### config.mk
export PLATFORM = sky130hd
export DESIGN_NAME = ps2_mouse_rx_flat
export DESIGN_NICKNAME = d
export VERILOG_FILES = /design/src/rtl/ps2_pkg.sv /design/src/rtl/ps2_mouse_rx_if.sv /design/src/rtl/ps2_rx_frame.sv /design/src/rtl/ps2_mouse_rx.sv /design/src/flat_wrapper.sv
export SDC_FILE = /design/constraint.sdc
export NUM_CORES = 1
export LEC_CHECK = 0
export BUFFER_PORTS_ARGS = -buffer_cell sky130_fd_sc_hd__buf_4
export CORE_MARGIN = 3
export CORE_UTILIZATION = 55
export DETAILED_ROUTE_END_ITERATION = 7
export PLACE_DENSITY = 0.73
export SLEW_MARGIN = 40
export SYNTH_ARGS = -nofsm -noshare
export SYNTH_HDL_FRONTEND = slang
export SYNTH_SLANG_ARGS = --single-unit
### constraint.sdc
create_clock -name clk -period 2.9 [get_ports clk]
set_input_delay 0.29 -clock clk [delete_from_list [all_inputs] [get_ports clk]]
set_output_delay 0.29 -clock clk [all_outputs]
set_load 0.03 [all_outputs]
### src/rtl/ps2_pkg.sv
// Shared encodings and frame constants for the PS/2 mouse receive path.
package ps2_pkg;

   typedef enum logic [1:0] {
      FR_IDLE  = 2'd0,
      FR_DATA  = 2'd1,
      FR_CHECK = 2'd2
   } frame_state_t;

   typedef enum logic [1:0] {
      PK_BYTE1 = 2'd0,
      PK_BYTE2 = 2'd1,
      PK_BYTE3 = 2'd2
   } pkt_state_t;

   localparam int SYNC_BIT   = 3;
   localparam int FRAME_BITS = 10;

   // Frame is {stop, parity, data[7:0]}; odd parity over data+parity, stop high.
   function automatic logic frame_ok(input logic [FRAME_BITS-1:0] f);
      return (^f[8:0]) & f[9];
   endfunction

endpackage

### src/rtl/ps2_mouse_rx_if.sv
// Pin-side inputs and decoded movement outputs of the PS/2 mouse receiver.
interface ps2_mouse_rx_if;
   logic       ps2c;
   logic       ps2d;
   logic       en;
   logic [8:0] xm;
   logic [8:0] ym;
   logic [2:0] btnm;
   logic [1:0] ovf;
   logic       m_done_tick;
   logic       err_tick;

   modport master (output ps2c, ps2d, en,
                   input  xm, ym, btnm, ovf, m_done_tick, err_tick);
   modport slave  (input  ps2c, ps2d, en,
                   output xm, ym, btnm, ovf, m_done_tick, err_tick);
endinterface

### src/rtl/ps2_rx_frame.sv
// Synchronises and filters ps2c/ps2d and deframes 11-bit PS/2 frames into bytes.
// state    | meaning
// FR_IDLE  | waiting for a start bit (gated by en)
// FR_DATA  | shifting 8 data + parity + stop, LSB first
// FR_CHECK | one cycle: validate parity/stop, emit byte_tick or frame_err
module ps2_rx_frame
   import ps2_pkg::*;
#(
    parameter int FILTER_LEN = 8,
    parameter int TIMEOUT    = 100000
) (
    input  logic       clk,
    input  logic       reset,
    input  logic       ps2c,
    input  logic       ps2d,
    input  logic       en,
    output logic       byte_tick,
    output logic [7:0] rx_byte,
    output logic       frame_err
);
    localparam int TW = $clog2(TIMEOUT + 1);
    localparam logic [TW-1:0] TLOAD = TW'(TIMEOUT - 1);

    logic [1:0]            c_sync, d_sync;
    logic [FILTER_LEN-1:0] filt;
    logic                  fclk, fclk_n, fall_edge, d_s;

    frame_state_t          state, state_n;
    logic [3:0]            cnt, cnt_n;
    logic [FRAME_BITS-1:0] sh, sh_n;
    logic [TW-1:0]         tcnt, tcnt_n;

    assign d_s       = d_sync[1];
    assign fclk_n    = (&filt) ? 1'b1 : ((~|filt) ? 1'b0 : fclk);
    assign fall_edge = fclk & ~fclk_n;
    assign rx_byte   = sh[7:0];

    always_ff @(posedge clk or negedge reset) begin
        if (!reset) begin
            c_sync <= 2'b11;
            d_sync <= 2'b11;
            filt   <= '1;
            fclk   <= 1'b1;
            state  <= FR_IDLE;
            cnt    <= '0;
            sh     <= '0;
            tcnt   <= '0;
        end else begin
            c_sync <= {c_sync[0], ps2c};
            d_sync <= {d_sync[0], ps2d};
            filt   <= {filt[FILTER_LEN-2:0], c_sync[1]};
            fclk   <= fclk_n;
            state  <= state_n;
            cnt    <= cnt_n;
            sh     <= sh_n;
            tcnt   <= tcnt_n;
        end
    end

    always_comb begin
        state_n   = state;
        cnt_n     = cnt;
        sh_n      = sh;
        tcnt_n    = tcnt;
        byte_tick = 1'b0;
        frame_err = 1'b0;
        case (state)
            FR_IDLE: begin
                if (fall_edge && en && !d_s) begin
                    state_n = FR_DATA;
                    cnt_n   = '0;
                    tcnt_n  = TLOAD;
                end
            end
            FR_DATA: begin
                // An edge wins over a coincident timeout.
                if (fall_edge) begin
                    sh_n   = {d_s, sh[FRAME_BITS-1:1]};
                    cnt_n  = cnt + 4'd1;
                    tcnt_n = TLOAD;
                    if (cnt == 4'(FRAME_BITS - 1)) state_n = FR_CHECK;
                end else if (tcnt == '0) begin
                    state_n   = FR_IDLE;
                    frame_err = 1'b1;
                end else begin
                    tcnt_n = tcnt - 1'b1;
                end
            end
            FR_CHECK: begin
                state_n = FR_IDLE;
                if (frame_ok(sh)) byte_tick = 1'b1;
                else              frame_err = 1'b1;
            end
            default: state_n = FR_IDLE;
        endcase
    end

endmodule

### src/rtl/ps2_mouse_rx.sv
// Assembles 3-byte PS/2 stream packets into signed X/Y deltas and button state.
// state    | meaning
// PK_BYTE1 | waiting for a status byte with the sync bit set
// PK_BYTE2 | status latched, waiting for the X byte
// PK_BYTE3 | X latched, waiting for the Y byte; completes the packet
module ps2_mouse_rx
   import ps2_pkg::*;
#(
    parameter int FILTER_LEN = 8,
    parameter int TIMEOUT    = 100000
) (
    input  logic    clk,
    input  logic    reset,
    ps2_mouse_rx_if.slave bus
);
    localparam int TW = $clog2(TIMEOUT + 1);
    localparam logic [TW-1:0] TLOAD = TW'(TIMEOUT - 1);

    logic       byte_tick, frame_err;
    logic [7:0] rx_byte;

    pkt_state_t    state, state_n;
    logic [7:0]    b1, b1_n, b2, b2_n;
    logic [TW-1:0] tcnt, tcnt_n;
    logic [8:0]    xm_q, xm_n, ym_q, ym_n;
    logic [2:0]    btn_q, btn_n;
    logic [1:0]    ovf_q, ovf_n;
    logic          done_q, done_n, err_q, err_n;

    ps2_rx_frame #(
        .FILTER_LEN(FILTER_LEN),
        .TIMEOUT   (TIMEOUT)
    ) u_frame (
        .clk      (clk),
        .reset    (reset),
        .ps2c     (bus.ps2c),
        .ps2d     (bus.ps2d),
        .en       (bus.en),
        .byte_tick(byte_tick),
        .rx_byte  (rx_byte),
        .frame_err(frame_err)
    );

    assign bus.xm          = xm_q;
    assign bus.ym          = ym_q;
    assign bus.btnm        = btn_q;
    assign bus.ovf         = ovf_q;
    assign bus.m_done_tick = done_q;
    assign bus.err_tick    = err_q;

    always_ff @(posedge clk or negedge reset) begin
        if (!reset) begin
            state  <= PK_BYTE1;
            b1     <= '0;
            b2     <= '0;
            tcnt   <= '0;
            xm_q   <= '0;
            ym_q   <= '0;
            btn_q  <= '0;
            ovf_q  <= '0;
            done_q <= 1'b0;
            err_q  <= 1'b0;
        end else begin
            state  <= state_n;
            b1     <= b1_n;
            b2     <= b2_n;
            tcnt   <= tcnt_n;
            xm_q   <= xm_n;
            ym_q   <= ym_n;
            btn_q  <= btn_n;
            ovf_q  <= ovf_n;
            done_q <= done_n;
            err_q  <= err_n;
        end
    end

    always_comb begin
        state_n = state;
        b1_n    = b1;
        b2_n    = b2;
        xm_n    = xm_q;
        ym_n    = ym_q;
        btn_n   = btn_q;
        ovf_n   = ovf_q;
        done_n  = 1'b0;
        err_n   = frame_err;
        if (byte_tick)         tcnt_n = TLOAD;
        else if (tcnt != '0)   tcnt_n = tcnt - 1'b1;
        else                   tcnt_n = tcnt;
        case (state)
            PK_BYTE1: begin
                if (byte_tick) begin
                    if (rx_byte[SYNC_BIT]) begin
                        b1_n    = rx_byte;
                        state_n = PK_BYTE2;
                    end else begin
                        err_n = 1'b1;
                    end
                end
            end
            PK_BYTE2: begin
                if (byte_tick) begin
                    b2_n    = rx_byte;
                    state_n = PK_BYTE3;
                end else if (frame_err) begin
                    state_n = PK_BYTE1;
                end else if (tcnt == '0) begin
                    state_n = PK_BYTE1;
                    err_n   = 1'b1;
                end
            end
            PK_BYTE3: begin
                if (byte_tick) begin
                    xm_n    = {b1[4], b2};
                    ym_n    = {b1[5], rx_byte};
                    btn_n   = b1[2:0];
                    ovf_n   = b1[7:6];
                    done_n  = 1'b1;
                    state_n = PK_BYTE1;
                end else if (frame_err) begin
                    state_n = PK_BYTE1;
                end else if (tcnt == '0) begin
                    state_n = PK_BYTE1;
                    err_n   = 1'b1;
                end
            end
            default: state_n = PK_BYTE1;
        endcase
    end

endmodule

### src/flat_wrapper.sv
// flat-port wrapper written by rule: the top's interface ports become plain ports
module ps2_mouse_rx_flat import ps2_pkg::*;
#(
    parameter int FILTER_LEN = 8,
    parameter int TIMEOUT    = 100000
)
  (clk, reset, bus_ps2c, bus_ps2d, bus_en, bus_xm, bus_ym, bus_btnm, bus_ovf, bus_m_done_tick, bus_err_tick);
  ps2_mouse_rx_if bus_i ();
  input  logic clk;
  input  logic reset;
  input wire logic [$bits(bus_i.ps2c)-1:0] bus_ps2c;
  input wire logic [$bits(bus_i.ps2d)-1:0] bus_ps2d;
  input wire logic [$bits(bus_i.en)-1:0] bus_en;
  output wire logic [$bits(bus_i.xm)-1:0] bus_xm;
  output wire logic [$bits(bus_i.ym)-1:0] bus_ym;
  output wire logic [$bits(bus_i.btnm)-1:0] bus_btnm;
  output wire logic [$bits(bus_i.ovf)-1:0] bus_ovf;
  output wire logic [$bits(bus_i.m_done_tick)-1:0] bus_m_done_tick;
  output wire logic [$bits(bus_i.err_tick)-1:0] bus_err_tick;
  assign bus_i.ps2c = bus_ps2c;
  assign bus_i.ps2d = bus_ps2d;
  assign bus_i.en = bus_en;
  assign bus_xm = bus_i.xm;
  assign bus_ym = bus_i.ym;
  assign bus_btnm = bus_i.btnm;
  assign bus_ovf = bus_i.ovf;
  assign bus_m_done_tick = bus_i.m_done_tick;
  assign bus_err_tick = bus_i.err_tick;
  ps2_mouse_rx #(.FILTER_LEN(FILTER_LEN), .TIMEOUT(TIMEOUT)) u_core (.clk(clk), .reset(reset), .bus(bus_i));
endmodule
**Word-level counts from Yosys, hierarchy flattened**

Index checks and enable logic that the tools add are counted.

- Register bits after elaboration: 106
- Logic and storage cells: 95

- Add/sub/neg operators: 3
- Bitwise logic cells: 3
- Equality and inequality tests: 12
- Reductions and logical operators: 22
- Mux-type cells: 37

Operator list:

| kind | count |
|---|---|
| $mux 17 | 5 |
| $logic_not 17->1 | 2 |
| $pmux 17 s2 | 1 |
| $sub 17x1->17 const B | 2 |
| $mux 2 | 10 |
| $reduce_bool 17->1 | 1 |
| $mux 1 | 14 |
| $reduce_and 3->1 | 4 |
| $ne 3x3->1 const B | 3 |
| $reduce_xor 9->1 | 1 |
| $mux 4 | 2 |
| $pmux 4 s2 | 1 |
| $reduce_and 2->1 | 4 |
| $reduce_and 8->1 | 1 |
| $reduce_or 8->1 | 1 |
| $ne 2x2->1 const B | 3 |
| $pmux 2 s3 | 1 |
| $add 4x1->4 const B | 1 |
| $eq 2x1->1 const B | 2 |
| $eq 2x2->1 const B | 2 |
| $eq 4x4->1 const B | 1 |
| $logic_not 2->1 | 2 |
| $pmux 1 s2 | 2 |
| $pmux 2 s2 | 1 |
| 7 further kinds | 10 |

**Longest topological paths before layout**

- Depth after elaboration: 10
- Mapped depth: 9
- Gate-level depth less buffers: 8

**By module**

Synthesis repeated with hierarchy kept, for this count alone.

- Cells, all modules: 432
- Area, all modules: 5071.1 um^2

By module, submodules not included:

| module | cells each | seq. area each (um^2) | instances | area an instance (um^2) |
|---|---|---|---|---|
| ps2_mouse_rx | 214 | 1476.4 | 1 | 2691.3 |
| ps2_rx_frame | 218 | 1167.4 | 1 | 2379.8 |

**Least setup slack after synthesis**

Ideal clock, no wire load.

- Kind: register to register
- Start point: register u_core.tcnt[0]
- End point: register u_core.tcnt[9]
- Arrival time: 1.980 ns
- Stages on the path, launching flop included: 9
- Period minus slack after synthesis: 2.114 ns
- Slack: 0.786 ns
- Library setup time: 0.134 ns
- Path through: dfrtp_1 inv_1 ha_1 nor4b_1 and4_1 or4_1 or4_1 xor2_1 nand2_1

- Word-level cells in the longest chain between the ends: 3

RTL lines:

| element | RTL line | RTL |
|---|---|---|
| start: declaration | ps2_mouse_rx.sv:24 | `logic [TW-1:0] tcnt, tcnt_n;` |
| start signal: assignment | ps2_mouse_rx.sv:67 | `tcnt <= tcnt_n;` |
| $sub 17x1->17 | ps2_mouse_rx.sv:88 | `else if (tcnt != '0) tcnt_n = tcnt - 1'b1;` |
| $mux 17 | ps2_mouse_rx.sv:88 |  |
| $mux 17 | ps2_mouse_rx.sv:87 | `if (byte_tick) tcnt_n = TLOAD;` |

Several ways; a longest one is shown, not always the timed one. The select of a mux whose other input is x is not followed.
A chain may end at the register's enable or synchronous reset.

**Worst setup path in the final report**

Ends and elaborated chain as after synthesis.

==> qor.yml <==
r2r_cells: 8
cts_made_buffers: 9
hold_viol_final: 0
crit_end: "u_core.tcnt[9]"
cts_tree: "built"
setup_viol: 0
ys_types: 58
antenna_left: 0
synth_cells: 398
synth-compound-area-share: 0.06153
startpoint_type: "flip-flop"
die_area_um2: 9961
clk_path_buf_depth: 2
synth_fa_ha_area_frac: 0.03361
antenna-diode-count: 0
antenna_found_initial: 0
start_util: 0.5774
vias: 3023
synth_area_leaders: "dfrtp_1 48%, mux2_2 11%, dfstp_2 7.1%"
finClkSkew_ns: 0.01400
synthMuxAreaShare: 0.1228
rsz0062_at_grt: "false"
regToRegSetupSlack_ns: 0.47
detail_route.iter0.violations: 96
clk_transition_reported_paths_ns: 0.10
yosysTopAreaCell: "dfrtp_1"
root_buffer: "clkbuf_8"
grt_pass1_wl_um: 14820
synth_top_area_frac: 0.4757
worst_pin_slew_ns: 0.7694
clk_latency_ns: 0.37
cts_resized: 0
synth_simple_gate_area_frac: 0.1337
status: "finished clean"
fill_cells: 666
routed_via_density: 5.567
grt_max_degree: 55
async_reset_ff_frac: 1.000
worstSetupEndpointType: "flip-flop"
worst_slack_ns: 0.4671
hp-class: "reg -> reg"
worstPathArrival_ns: 2.68
dr.pass1.iters: 4
crit_start: "u_core.tcnt[0]"
critPathMaxFanout: 11
rows: 33
p_leak_uw: 0.002650
portBuffers: 29
crit_type: "reg -> reg"
io-pin-count: 30
dp_slack_ns: 0.4687
post_cts_buffers: 0
synth_fp_nets: 416
gr-total-overflow: 0
yosysWarningCount: 0
die_h_um: 99.81
ys_seq_area_frac: 0.5463
dp_hpwl_um: 5920
cts_hold_buf: 2
post_drt_wl_per_cell_um: 15.68
cts_sinks: 105
fmax_mhz: 411.0
r2r-end: "u_core.tcnt[9]"
synth-xor-area-share: 0.07058
grt_pass1_vias: 3119
min_path_cells: 0
ir_worst_vdd_mv: 0.4366
synth-edff-count: 0
period_share: 0.8389
timing.rr.start: "u_core.tcnt[0]"
routabilityCongestion: 0.8077
avgSynthCellArea_um2: 12.16
die_x_um: 99.81
final_cell_mix: "92 x dfrtp_1, 46 x mux2_2, 34 x nand2_1, 33 x buf_4, 27 x nor2_1"
synth_top_family_by_area: "simple AND/OR/NAND/NOR gates"
syn_to_final_growth_pct: 10.83
cap_viol_max_count: 0
ys_ff_latch: 105
slew_headroom: 0.4831
wirelength_um: 8516
drc_errors: 0
layout.nets: 451
htreeDepth: 3
powerDensity_nw_per_um2: 506.0
drive_gt1_frac: 0.2717
syn-cell-area_um2: 4840
final_common_cell: "dfrtp_1"
gr-usage-all-layers: 0.1860
synthFlopType: "dfrtp_1"
cp.required_ns: 3.15
coreArea_um2: 8382
slew_viol_final: 0
fin_setup_tns_ns: 0
fin_crit_ns: 2.433
## worst max-delay path, stage by stage, from the launching register on
cell and delay, ns:
dfrtp_1 0.38, inv_1 0.09, ha_1 0.20, nor4b_1 0.15, and4_1 0.32, or4_1 0.53, or4_1 0.44, xor2_1 0.15
nand2_1 0.06
## Yosys cell counts (all sizes together) (2+ instances only)
master,count
a211oi,2
a21oi,5
a31oi,2
and3,2
buf,6
clkbuf,7
dfrtp,92
dfstp,13
ha,13
inv,13
mux2,48
mux2i,5
nand2,36
nand2b,4
nand3,7
nand4,5
nor2,27
nor3,12
nor3b,2
nor4,13
o2111ai,3
o211ai,7
o21ai,11
o31ai,3
or2,2
or3,5
or4,3
xnor2,11
xnor3,2
xor2,20
## power by group
group / internal (uW) / total, uW / switching, uW
clock: 335 / 864 / 529
sequential: 1520 / 1560 / 41.6
combinational: 103 / 292 / 189
## state kept, by name, indices dropped and copies added (netlist names), 3 cells and up
signal and flops:
u_core.b1 7, u_core.b2 8, u_core.bus.btnm 3, u_core.bus.xm 9, u_core.bus.ym 9, u_core.tcnt 17, u_core.u_frame.cnt 4, u_core.u_frame.filt 8
u_core.u_frame.sh 10, u_core.u_frame.tcnt 17
## worst min-delay path by stage
stage | endpoint | slack (ns) | startpoint
floorplan | u_core.b1[0] | -0.006 | reset
global route | u_core.u_frame.d_sync[1] | 0.37 | u_core.u_frame.d_sync[0]
CTS | u_core.u_frame.d_sync[0] | 0.002 | bus_ps2d
finish | u_core.u_frame.c_sync[1] | 0.36 | u_core.u_frame.c_sync[0]
detailed placement | u_core.u_frame.filt[0] | 0.35 | u_core.u_frame.c_sync[1]
global placement | u_core.u_frame.d_sync[1] | 0.35 | u_core.u_frame.d_sync[0]
## routing by layer
layer | share of wire | up-vias | wire length, um | track usage
li1 | - | 1477 | - | -
met1 | 0.47 | 1509 | 4024 | 0.2564
met2 | 0.49 | 31 | 4165 | 0.2919
met3 | 0.030 | 6 | 255 | 0.05351
met4 | 0.0085 | 0 | 72 | 0.04832
met5 | 0 | - | 0 | 0
## cell type report
class / instances / area, um^2 / share of cell area
flip-flops and latches: 105 / 2644 / 0.4929
inverters: 14 / 52.55 / 0.009797
clock buffers: 9 / 123.9 / 0.02309
repair buffers: 37 / 297.8 / 0.05552
clock inverters: 7 / 71.32 / 0.01330
well taps: 105 / 131.4 / 0.02449
multi-input cells: 266 / 2043 / 0.3809
## per-stage QoR
stage          utilization  instance area, um^2  cells  power (uW)  hold slack (ns)
3_5_place_dp        0.6131                 5139    524        1875           0.3485
5_1_grt             0.6399                 5364    543        2853           0.3719
4_1_cts             0.6388                 5354    542        2750         0.002113
3_3_place_gp        0.6131                 5139    524        1866           0.3498
6_report            0.6399                 5364    543        2714           0.3625
2_1_floorplan            -                 4840    398        1775        -0.005591
## kinds of logic after synthesis
family / count (synthesis)
compound gates: 42
xor+xnor: 34
fa+ha+maj: 13
buf+inv: 27
flops: 105
mux: 53
simple gates: 124
(Power assumes the default switching activity.)
